### src/rtl/lzrw1_pkg.sv
// ---------------------------------------------------------------------------
// lzrw1_pkg
//
// Shared definitions for the LZRW1 match-candidate lookup blocks.
//
// Contents:
//   POS_W       width of an input byte position
//   IDX_W       hash index width; the pointer table holds 2**IDX_W entries
//   MAX_OFFSET  largest match offset the compressor can encode
//   OFF_W       width of the reported offset field
//   state_t     sequencer states
//   ptr_entry_t one pointer-table word: {valid, pos}
//   make_entry  builds a valid table word from a position
// ---------------------------------------------------------------------------
package lzrw1_pkg;

   localparam int POS_W      = 16;
   localparam int IDX_W      = 12;
   localparam int MAX_OFFSET = 4095;
   localparam int OFF_W      = 12;
   localparam int TBL_DEPTH  = 1 << IDX_W;

   // One encoding per phase of a lookup; CLEAR owns the table after reset.
   typedef enum logic [2:0] {
      ST_CLEAR,
      ST_IDLE,
      ST_HASH,
      ST_RDATA,
      ST_OUT
   } state_t;

   // A table word. The valid bit separates "never written since the last
   // clear" from a genuine stored position of zero.
   typedef struct packed {
      logic             valid;
      logic [POS_W-1:0] pos;
   } ptr_entry_t;

   // Builds the word written back after every lookup.
   function automatic ptr_entry_t make_entry(input logic [POS_W-1:0] pos);
      ptr_entry_t e;
      e.valid = 1'b1;
      e.pos   = pos;
      return e;
   endfunction

endpackage

### src/rtl/lzrw1_offset_check.sv
// ---------------------------------------------------------------------------
// lzrw1_offset_check
//
// Purely combinational match validation. Given the table word read for a
// key and the current position, produces the candidate position, the
// match offset and whether the candidate is usable as a match.
//
// Ports:
//   entry   in  table word {valid, pos} read for this key
//   pos     in  position of the current key
//   cand    out stored position, forced to 0 when the entry is invalid
//   offset  out low OFF_W bits of (pos - cand), wrapping in POS_W bits
//   hit     out entry valid and 1 <= (pos - cand) <= MAX_OFFSET
// ---------------------------------------------------------------------------
module lzrw1_offset_check
   import lzrw1_pkg::*;
(
   input  ptr_entry_t        entry,
   input  logic [POS_W-1:0]  pos,
   output logic [POS_W-1:0]  cand,
   output logic [OFF_W-1:0]  offset,
   output logic              hit
);

   logic [POS_W-1:0] diff;

   // The subtraction wraps in POS_W bits, so a candidate stored just before
   // the position counter rolled over still yields a small forward distance.
   // A distance of zero would point at the current byte itself and is never
   // a usable match; anything beyond MAX_OFFSET cannot be encoded.
   always_comb begin
      cand   = entry.valid ? entry.pos : '0;
      diff   = pos - cand;
      offset = diff[OFF_W-1:0];
      hit    = entry.valid && (diff != '0) && (diff <= POS_W'(MAX_OFFSET));
   end

endmodule

### src/rtl/lzrw1_hash_ctrl.sv
// ---------------------------------------------------------------------------
// lzrw1_hash_ctrl
//
// Sequencer for the LZRW1 match-candidate lookup. Takes a 3-byte key and
// its position, drives the external combinational hash unit, reads the
// pointer table at the hash index, writes the new position back to the
// same entry and presents the previous position with a validated offset.
// After reset, and on clear_req, it walks the whole table writing zeros.
//
// Ports:
//   clk, reset          clock; synchronous active-high reset
//   clear_req           full table clear request, honoured only in IDLE
//   clear_busy          high while the table is being cleared
//   in_valid/in_ready   key handshake
//   in_key              3 key bytes, [7:0] is the first byte
//   in_pos              position of in_key[7:0]
//   hash_key            key presented to the hash unit (0 when unused)
//   hash_idx            hash unit result, combinational on hash_key
//   tbl_addr            pointer-table address
//   tbl_rd_en           read strobe; tbl_rdata is valid the next cycle
//   tbl_rdata           table read data {valid, pos}
//   tbl_wr_en/tbl_wdata table write strobe and data {valid, pos}
//   out_valid/out_ready result handshake
//   out_pos             echoed key position
//   out_cand            stored position, 0 if the entry was invalid
//   out_offset          low 12 bits of (out_pos - out_cand)
//   out_hit             candidate is a legal match
// ---------------------------------------------------------------------------
module lzrw1_hash_ctrl
   import lzrw1_pkg::*;
(
   input  logic              clk,
   input  logic              reset,
   input  logic              clear_req,
   output logic              clear_busy,
   input  logic              in_valid,
   output logic              in_ready,
   input  logic [23:0]       in_key,
   input  logic [POS_W-1:0]  in_pos,
   output logic [23:0]       hash_key,
   input  logic [IDX_W-1:0]  hash_idx,
   output logic [IDX_W-1:0]  tbl_addr,
   output logic              tbl_rd_en,
   input  logic [POS_W:0]    tbl_rdata,
   output logic              tbl_wr_en,
   output logic [POS_W:0]    tbl_wdata,
   output logic              out_valid,
   input  logic              out_ready,
   output logic [POS_W-1:0]  out_pos,
   output logic [POS_W-1:0]  out_cand,
   output logic [OFF_W-1:0]  out_offset,
   output logic              out_hit
);

   localparam logic [IDX_W-1:0] LAST_ADDR = IDX_W'(TBL_DEPTH - 1);

   state_t            state_q;
   state_t            state_d;

   logic [IDX_W-1:0]  cnt_q;
   logic [23:0]       key_q;
   logic [POS_W-1:0]  pos_q;
   logic [IDX_W-1:0]  idx_q;

   logic [POS_W-1:0]  out_pos_q;
   logic [POS_W-1:0]  out_cand_q;
   logic [OFF_W-1:0]  out_offset_q;
   logic              out_hit_q;

   ptr_entry_t        rd_entry;
   ptr_entry_t        wr_entry;
   logic [POS_W-1:0]  chk_cand;
   logic [OFF_W-1:0]  chk_offset;
   logic              chk_hit;

   // The table word returned during RDATA and the word written back in the
   // same cycle. The RAM reads before it writes, so the old entry is seen.
   assign rd_entry = ptr_entry_t'(tbl_rdata);
   assign wr_entry = make_entry(pos_q);

   lzrw1_offset_check u_offset_check (
      .entry  (rd_entry),
      .pos    (pos_q),
      .cand   (chk_cand),
      .offset (chk_offset),
      .hit    (chk_hit)
   );

   // State register. Reset always lands in CLEAR so the table never holds
   // stale pointers from before the reset.
   always_ff @(posedge clk) begin
      if (reset) begin
         state_q <= ST_CLEAR;
      end else begin
         state_q <= state_d;
      end
   end

   // Next-state logic. A clear request in IDLE takes priority over a key
   // offered in the same cycle; the key stays with the producer.
   always_comb begin
      state_d = state_q;
      case (state_q)
         ST_CLEAR: begin
            if (cnt_q == LAST_ADDR) begin
               state_d = ST_IDLE;
            end
         end
         ST_IDLE: begin
            if (clear_req) begin
               state_d = ST_CLEAR;
            end else if (in_valid) begin
               state_d = ST_HASH;
            end
         end
         ST_HASH: begin
            state_d = ST_RDATA;
         end
         ST_RDATA: begin
            state_d = ST_OUT;
         end
         ST_OUT: begin
            if (out_ready) begin
               state_d = ST_IDLE;
            end
         end
         default: begin
            state_d = ST_CLEAR;
         end
      endcase
   end

   // Output decode. Every strobe and address is a pure function of the
   // state and the registered datapath, except in_ready (which drops as
   // soon as clear_req is seen) and the HASH-phase address, which comes
   // straight from the combinational hash unit so the read is issued in
   // the same cycle the key is presented.
   always_comb begin
      clear_busy = 1'b0;
      in_ready   = 1'b0;
      hash_key   = '0;
      tbl_addr   = '0;
      tbl_rd_en  = 1'b0;
      tbl_wr_en  = 1'b0;
      tbl_wdata  = '0;
      out_valid  = 1'b0;
      case (state_q)
         ST_CLEAR: begin
            clear_busy = 1'b1;
            tbl_wr_en  = 1'b1;
            tbl_addr   = cnt_q;
         end
         ST_IDLE: begin
            in_ready = !clear_req;
         end
         ST_HASH: begin
            hash_key  = key_q;
            tbl_rd_en = 1'b1;
            tbl_addr  = hash_idx;
         end
         ST_RDATA: begin
            tbl_wr_en = 1'b1;
            tbl_addr  = idx_q;
            tbl_wdata = wr_entry;
         end
         ST_OUT: begin
            out_valid = 1'b1;
         end
         default: begin
            clear_busy = 1'b0;
         end
      endcase
   end

   // Datapath registers. The clear counter wraps back to zero after the
   // last address, but it is also zeroed explicitly on a clear request so
   // a restart never depends on where it happened to stop. The result
   // registers are loaded once in RDATA and then hold, which keeps out_*
   // stable for however long the consumer stalls in OUT.
   always_ff @(posedge clk) begin
      if (reset) begin
         cnt_q        <= '0;
         key_q        <= '0;
         pos_q        <= '0;
         idx_q        <= '0;
         out_pos_q    <= '0;
         out_cand_q   <= '0;
         out_offset_q <= '0;
         out_hit_q    <= 1'b0;
      end else begin
         case (state_q)
            ST_CLEAR: begin
               cnt_q <= cnt_q + IDX_W'(1);
            end
            ST_IDLE: begin
               if (clear_req) begin
                  cnt_q <= '0;
               end else if (in_valid) begin
                  key_q <= in_key;
                  pos_q <= in_pos;
               end
            end
            ST_HASH: begin
               idx_q <= hash_idx;
            end
            ST_RDATA: begin
               out_pos_q    <= pos_q;
               out_cand_q   <= chk_cand;
               out_offset_q <= chk_offset;
               out_hit_q    <= chk_hit;
            end
            default: begin
               cnt_q <= cnt_q;
            end
         endcase
      end
   end

   assign out_pos    = out_pos_q;
   assign out_cand   = out_cand_q;
   assign out_offset = out_offset_q;
   assign out_hit    = out_hit_q;

endmodule

### config.mk
export PLATFORM = sky130hd
export DESIGN_NAME = lzrw1_hash_ctrl
export DESIGN_NICKNAME = d
export VERILOG_FILES = /design/src/rtl/lzrw1_pkg.sv /design/src/rtl/lzrw1_offset_check.sv /design/src/rtl/lzrw1_hash_ctrl.sv
export SDC_FILE = /design/constraint.sdc
export NUM_CORES = 1
export LEC_CHECK = 0
export CAP_MARGIN = 10
export CORE_MARGIN = 10
export CORE_UTILIZATION = 50
export DETAILED_ROUTE_END_ITERATION = 8
export GPL_TIMING_DRIVEN = 0
export PLACE_DENSITY_LB_ADDON = 0.2
export SLEW_MARGIN = 10
export SYNTH_ARGS = -nofsm -noshare
export SYNTH_HDL_FRONTEND = slang
export SYNTH_SLANG_ARGS = --single-unit
### constraint.sdc
create_clock -name clk -period 5.4 [get_ports clk]
set_clock_uncertainty 0.15 [all_clocks]
set_input_delay 1.08 -clock clk [delete_from_list [all_inputs] [get_ports clk]]
set_output_delay 1.08 -clock clk [all_outputs]
set_load 0.02 [all_outputs]
=== Word level (Yosys, flattened, before mapping) ===
Cells that the tools add are included.

* Input port bits: 74
* Flip-flop bits (word level): 112
* Output and inout port bits: 103
* Word-level logic and storage cells: 48

* Magnitude comparators: 1
* Equal/unequal tests: 9
* Mux-type cells: 16
* Bitwise operators: 1
* Reductions and logical operators: 10
* Add/subtract/negate cells: 2

{| class="wikitable"
|+ Operator list
! operator !! count
|-
| one-hot mux 12 bit (3 select lines) || 1
|-
| two-way mux 24 bit || 1
|-
| one-hot mux 12 bit (2 select lines) || 1
|-
| two-way mux 17 bit || 1
|-
| <= comparator 16 x 12 -> 1 bit (second input constant) || 1
|-
| two-way mux 16 bit || 1
|-
| nonzero test 16 bit || 1
|-
| subtractor 16 bit || 1
|-
| one-hot mux 3 bit (5 select lines) || 1
|-
| adder 12 x 1 -> 12 bit (second input constant) || 1
|-
| == test 12 bit (second input constant) || 1
|-
| two-way mux 12 bit || 1
|-
| two-way mux 3 bit || 4
|-
| == test 3 x 2 -> 1 bit (second input constant) || 2
|-
| != test 2 bit (second input constant) || 3
|-
| AND reduction 3 bit || 2
|-
| two-way mux 1 bit || 5
|-
| == test 3 x 1 -> 1 bit (second input constant) || 1
|-
| == test 3 bit (second input constant) || 1
|-
| zero test 3 bit || 1
|-
| != test 3 bit (second input constant) || 1
|-
| logical AND 1 bit || 2
|-
| AND reduction 2 bit || 1
|-
| nonzero test 2 bit || 1
|-
| 3 further kinds || 3
|}

=== Longest topological paths before layout ===
* Word-level depth: 5
* Gate-level depth with buffers: 13
* Depth with buffers taken out: 12

=== Modules after synthesis ===
A second synthesis with hierarchy kept.

* Cells, all modules: 763
* Area total of the unflattened synthesis: 5,656.7 sq um

{| class="wikitable"
|+ By module, submodules not included
! module !! cells each !! instances !! seq. area each (sq um) !! area each (sq um)
|-
| lzrw1_hash_ctrl || 602 || 1 || 2,242.2 || 4,613.2
|-
| lzrw1_offset_check || 161 || 1 || 0.0 || 1,043.5
|}

=== Worst setup path after synthesis ===
No wires, ideal clock.

* Path kind: input-to-reg
* Start: input tbl_rdata[16]
* End: register out_hit_q, in the netlist out_hit
* Required time: 5.124 ns
* Data arrival time: 3.499 ns
* Cell stages on the path: 12
* Library setup time: 0.126 ns
* Slack: 1.625 ns
* Path buffers: 2
* Path through: clkbuf_1 -> clkbuf_1 -> nand2_1 -> ha_1 -> nor2b_1 -> o2111a_1 -> nor4_2 -> nor2_1 -> a2111oi_0 -> nor4_2 -> nand4_1 -> a21oi_1

* Cells in the longest elaborated chain, start to end: 5
* Elaborated cells between the ends (all ways): 6
* Classes of those cells: add/sub (1); order compare (1); mux (1); reduce/logical (3)

{| class="wikitable"
|+ RTL lines
! element !! line !! source
|-
| start: declaration || lzrw1_hash_ctrl.sv:44 || <nowiki>input logic [POS_W:0] tbl_rdata,</nowiki>
|-
| branches (longest 4 deep; another with subtractor 16 bit) || -- ||
|-
| logical AND 1 bit * || lzrw1_offset_check.sv:35 || <nowiki>hit = entry.valid && (diff != '0) && (diff <= POS_W'(MAX_OFFSET));</nowiki>
|-
| end signal: assignment || lzrw1_hash_ctrl.sv:210 || <nowiki>out_hit_q <= chk_hit;</nowiki>
|-
| end: declaration || lzrw1_hash_ctrl.sv:68 || <nowiki>logic out_hit_q;</nowiki>
|}

Every way passes the cells marked *.
A chain may end at the register's enable or synchronous reset.

=== Worst setup path after layout ===
Same ends and word-level chain as after synthesis.

==> flow_summary.toml <==
[worst_setup_path]
critical_path_buf_inv_count = 3
worst-setup-path-type = "primary input to register"
crit_required_ns = 5.57
cp_slowest_cell = "clkdlybuf4s50_1"
path_cells = "clkdlybuf4s50_1 > clkbuf_1 > clkbuf_1 > nand2_1 > fa_1 > a211oi_2 > o21ai_1 > a21o_1 > a31oi_1 > xnor2_1 > nor4_2 > nand4_1 > a21oi_1"
crit_path_frequent_cell = "clkbuf_1"
crit_fanout = 10
crit_path_max_incr_delay_ns = 0.57
setup.worst_path.end_class = "register"
crit_family = "buffers and inverters"
worstSetupStartpointType = "primary input"
crit_arrival_ns = 4.62

[finish]
syn2layout_area_growth_pct = 39.4
antennaDiodeCount = 0
layout_common_cells = "199 x nand2_1, 176 x clkdlybuf4s50_1, 112 x dfxtp_1"
final_common_cell = "nand2_1"
nets = 999
fillCellCount = 885
drive_gt1_frac = 0.0439
final_area_um2 = 7550

[route]
routedWlPerCell_um = 17.1
ant_nets = 0
vias_per_cell = 5.44
remaining_drc_errors = 0
drtIter0Drc = 419
drt_wl_total_um = 17900
dr.pass1.iters = 5
vias = 5702

[clocking]
cts_tree = "done"
cts_sinks = 112
cts_resized = 0
clock-root-buffer = "clkbuf_8"
insertion_delay_ns = 0.38
cts_made_buffers = 9
cts_hold_buf = 0
h-tree-depth = 3
clockBufferDepth = 2
path_clk_slew_ns = 0.10
cts_setup_buffers = 0

[job]
maxCapViolCount = 0

[logic_synthesis]
ys_warn_count = 0
yosysTopAreaCell = "dfxtp_1"
synth_seq_area_share = 0.414
netlist_area_um2 = 5420
synth.distinct_cells = 52
netlist_instances = 720
avgSynthCellArea_um2 = 7.52
synth_top_area_frac = 0.414
synth_nets = 812
async_flop_share = 0
ys_top_cells_by_area = "dfxtp_1 41%, nand2_1 14%, a21oi_1 10%, ha_1 3.9%, and2_1 3.2%"
synth_edf_count = 0
synth_flop_cell = "dfxtp_1"
ys_ff_latch = 112

[power_and_ir_drop]
max-vdd-ir-drop_uv = 140
leakage_nw = 2.81
p_per_area_nw_per_um2 = 197

[global_routing]
grt_first_pass_wirelength_um = 27100
grt-ovfl-total = 0
grt_pass1_vias = 5363
antenna_found_initial = 0
grt_max_degree = 17
grt_usage = 0.222

[timing]
slew_headroom = 0.504
hold_viol = 0
finalMaxSlewViolations = 0
rsz0062_at_grt = "false"
min_period_ns = 4.45
max_clock_freq_mhz = 225
tightest_slew_ns = 0.743
setup_viol = 0
fin_crit_sh = 0.824
tns_ns = 0

[min_path]
hp-class = "register to register"

[die]
io_pins = 177
core-area_um2 = 10500
rows = 37
initial_core_util = 0.518
die_h_um = 124
die_w_um = 124
die_area_um2 = 15400

[placed_design]
place_congestion = 0.895
hpwl_um = 14200
place_area_um2 = 7350
portBuffers = 176

[run_status]
outcome = "complete, no violations"
[worst min-delay path: stages (launching register included)]
cell and delay [ns]:
dfxtp_1 0.32, nand2_1 0.05, a21oi_1 0.05
[Yosys cell counts, drive strengths merged (5+ instances only)]
cell type  count
xor2           6
dfxtp        112
clkbuf        36
o21ai          8
xnor2         13
ha            17
o21bai         5
a22oi         10
mux2          11
a211oi         5
buf           11
nand3         17
inv           27
nand2        199
a21oi        109
nand4          6
a21o           6
and2          28
nor2          42
nor3           9
[report_power, final]
part	internal (mW)	total [mW]	switching (mW)
registers	0.827	0.830	0.00290
logic	0.0801	0.151	0.0711
clock network	0.230	0.507	0.277
[final timing paths]
| check | from | endpoint | slack, ns | cells after the start |
|---|---|---|---|---|
| min reg2reg | key_q[22] | key_q[22] | 0.31 | 2 |
| max | tbl_rdata[16] | out_hit | 0.95 | 13 |
| max reg2reg | pos_q[0] | out_hit | 2.52 | 12 |
| min | key_q[22] | key_q[22] | 0.31 | 2 |
[metrics by stage]
step | cells | power (mW) | hold WS, ns | setup WS [ns] | util
finish | 1048 | 1.49 | 0.307 | 0.950 | 0.722
global route | 1048 | 1.54 | 0.327 | 0.702 | 0.722
CTS | 1048 | 1.49 | 0.306 | 1.00 | 0.722
detailed placement | 1032 | 0.998 | 0.292 | 0.639 | 0.702
global placement | 1032 | 0.995 | 0.288 | 0.686 | 0.702
floorplan | 720 | 0.916 | 0.282 | 1.63 | -
[sequential cells by signal (all words and copies together), names as in the netlist]
| name | flops |
|---|---|
| cnt_q | 12 |
| idx_q | 12 |
| key_q | 24 |
| out_cand | 16 |
| out_hit | 1 |
| out_offset | 12 |
| out_pos | 16 |
| pos_q | 16 |
| state_q | 3 |
[cell type report]
| type | count | area (um2) | area share |
|---|---|---|---|
| Sequential cell | 112 | 2240 | 0.297 |
| Buffer | 47 | 199 | 0.0263 |
| Multi-Input combinational cell | 534 | 2880 | 0.381 |
| Timing Repair Buffer | 176 | 1760 | 0.233 |
| Inverter | 27 | 101 | 0.0134 |
| Clock buffer | 14 | 193 | 0.0255 |
| Clock inverter | 2 | 10.0 | 0.00133 |
| Tap cell | 136 | 170 | 0.0225 |
[kinds of logic (layout without fill, tap and decap cells)]
logic type,Yosys count,in the layout,synth area share
fa+ha+maj,18,18,0.0430
flops,112,112,0.414
buf+inv,74,266,0.0554
mux,13,13,0.0266
compound gates,159,159,0.168
xor+xnor,19,19,0.0307
simple gates,325,325,0.263
[metal layers]
metal / vias up / routed length [um] / track usage
met3: 27 / 1530 / 0.0615
met5: - / 0 / 0
li1: 2764 / - / -
met2: 206 / 8350 / 0.360
met4: 0 / 390 / 0.0741
met1: 2705 / 7630 / 0.279
(Power assumes the default switching activity.)
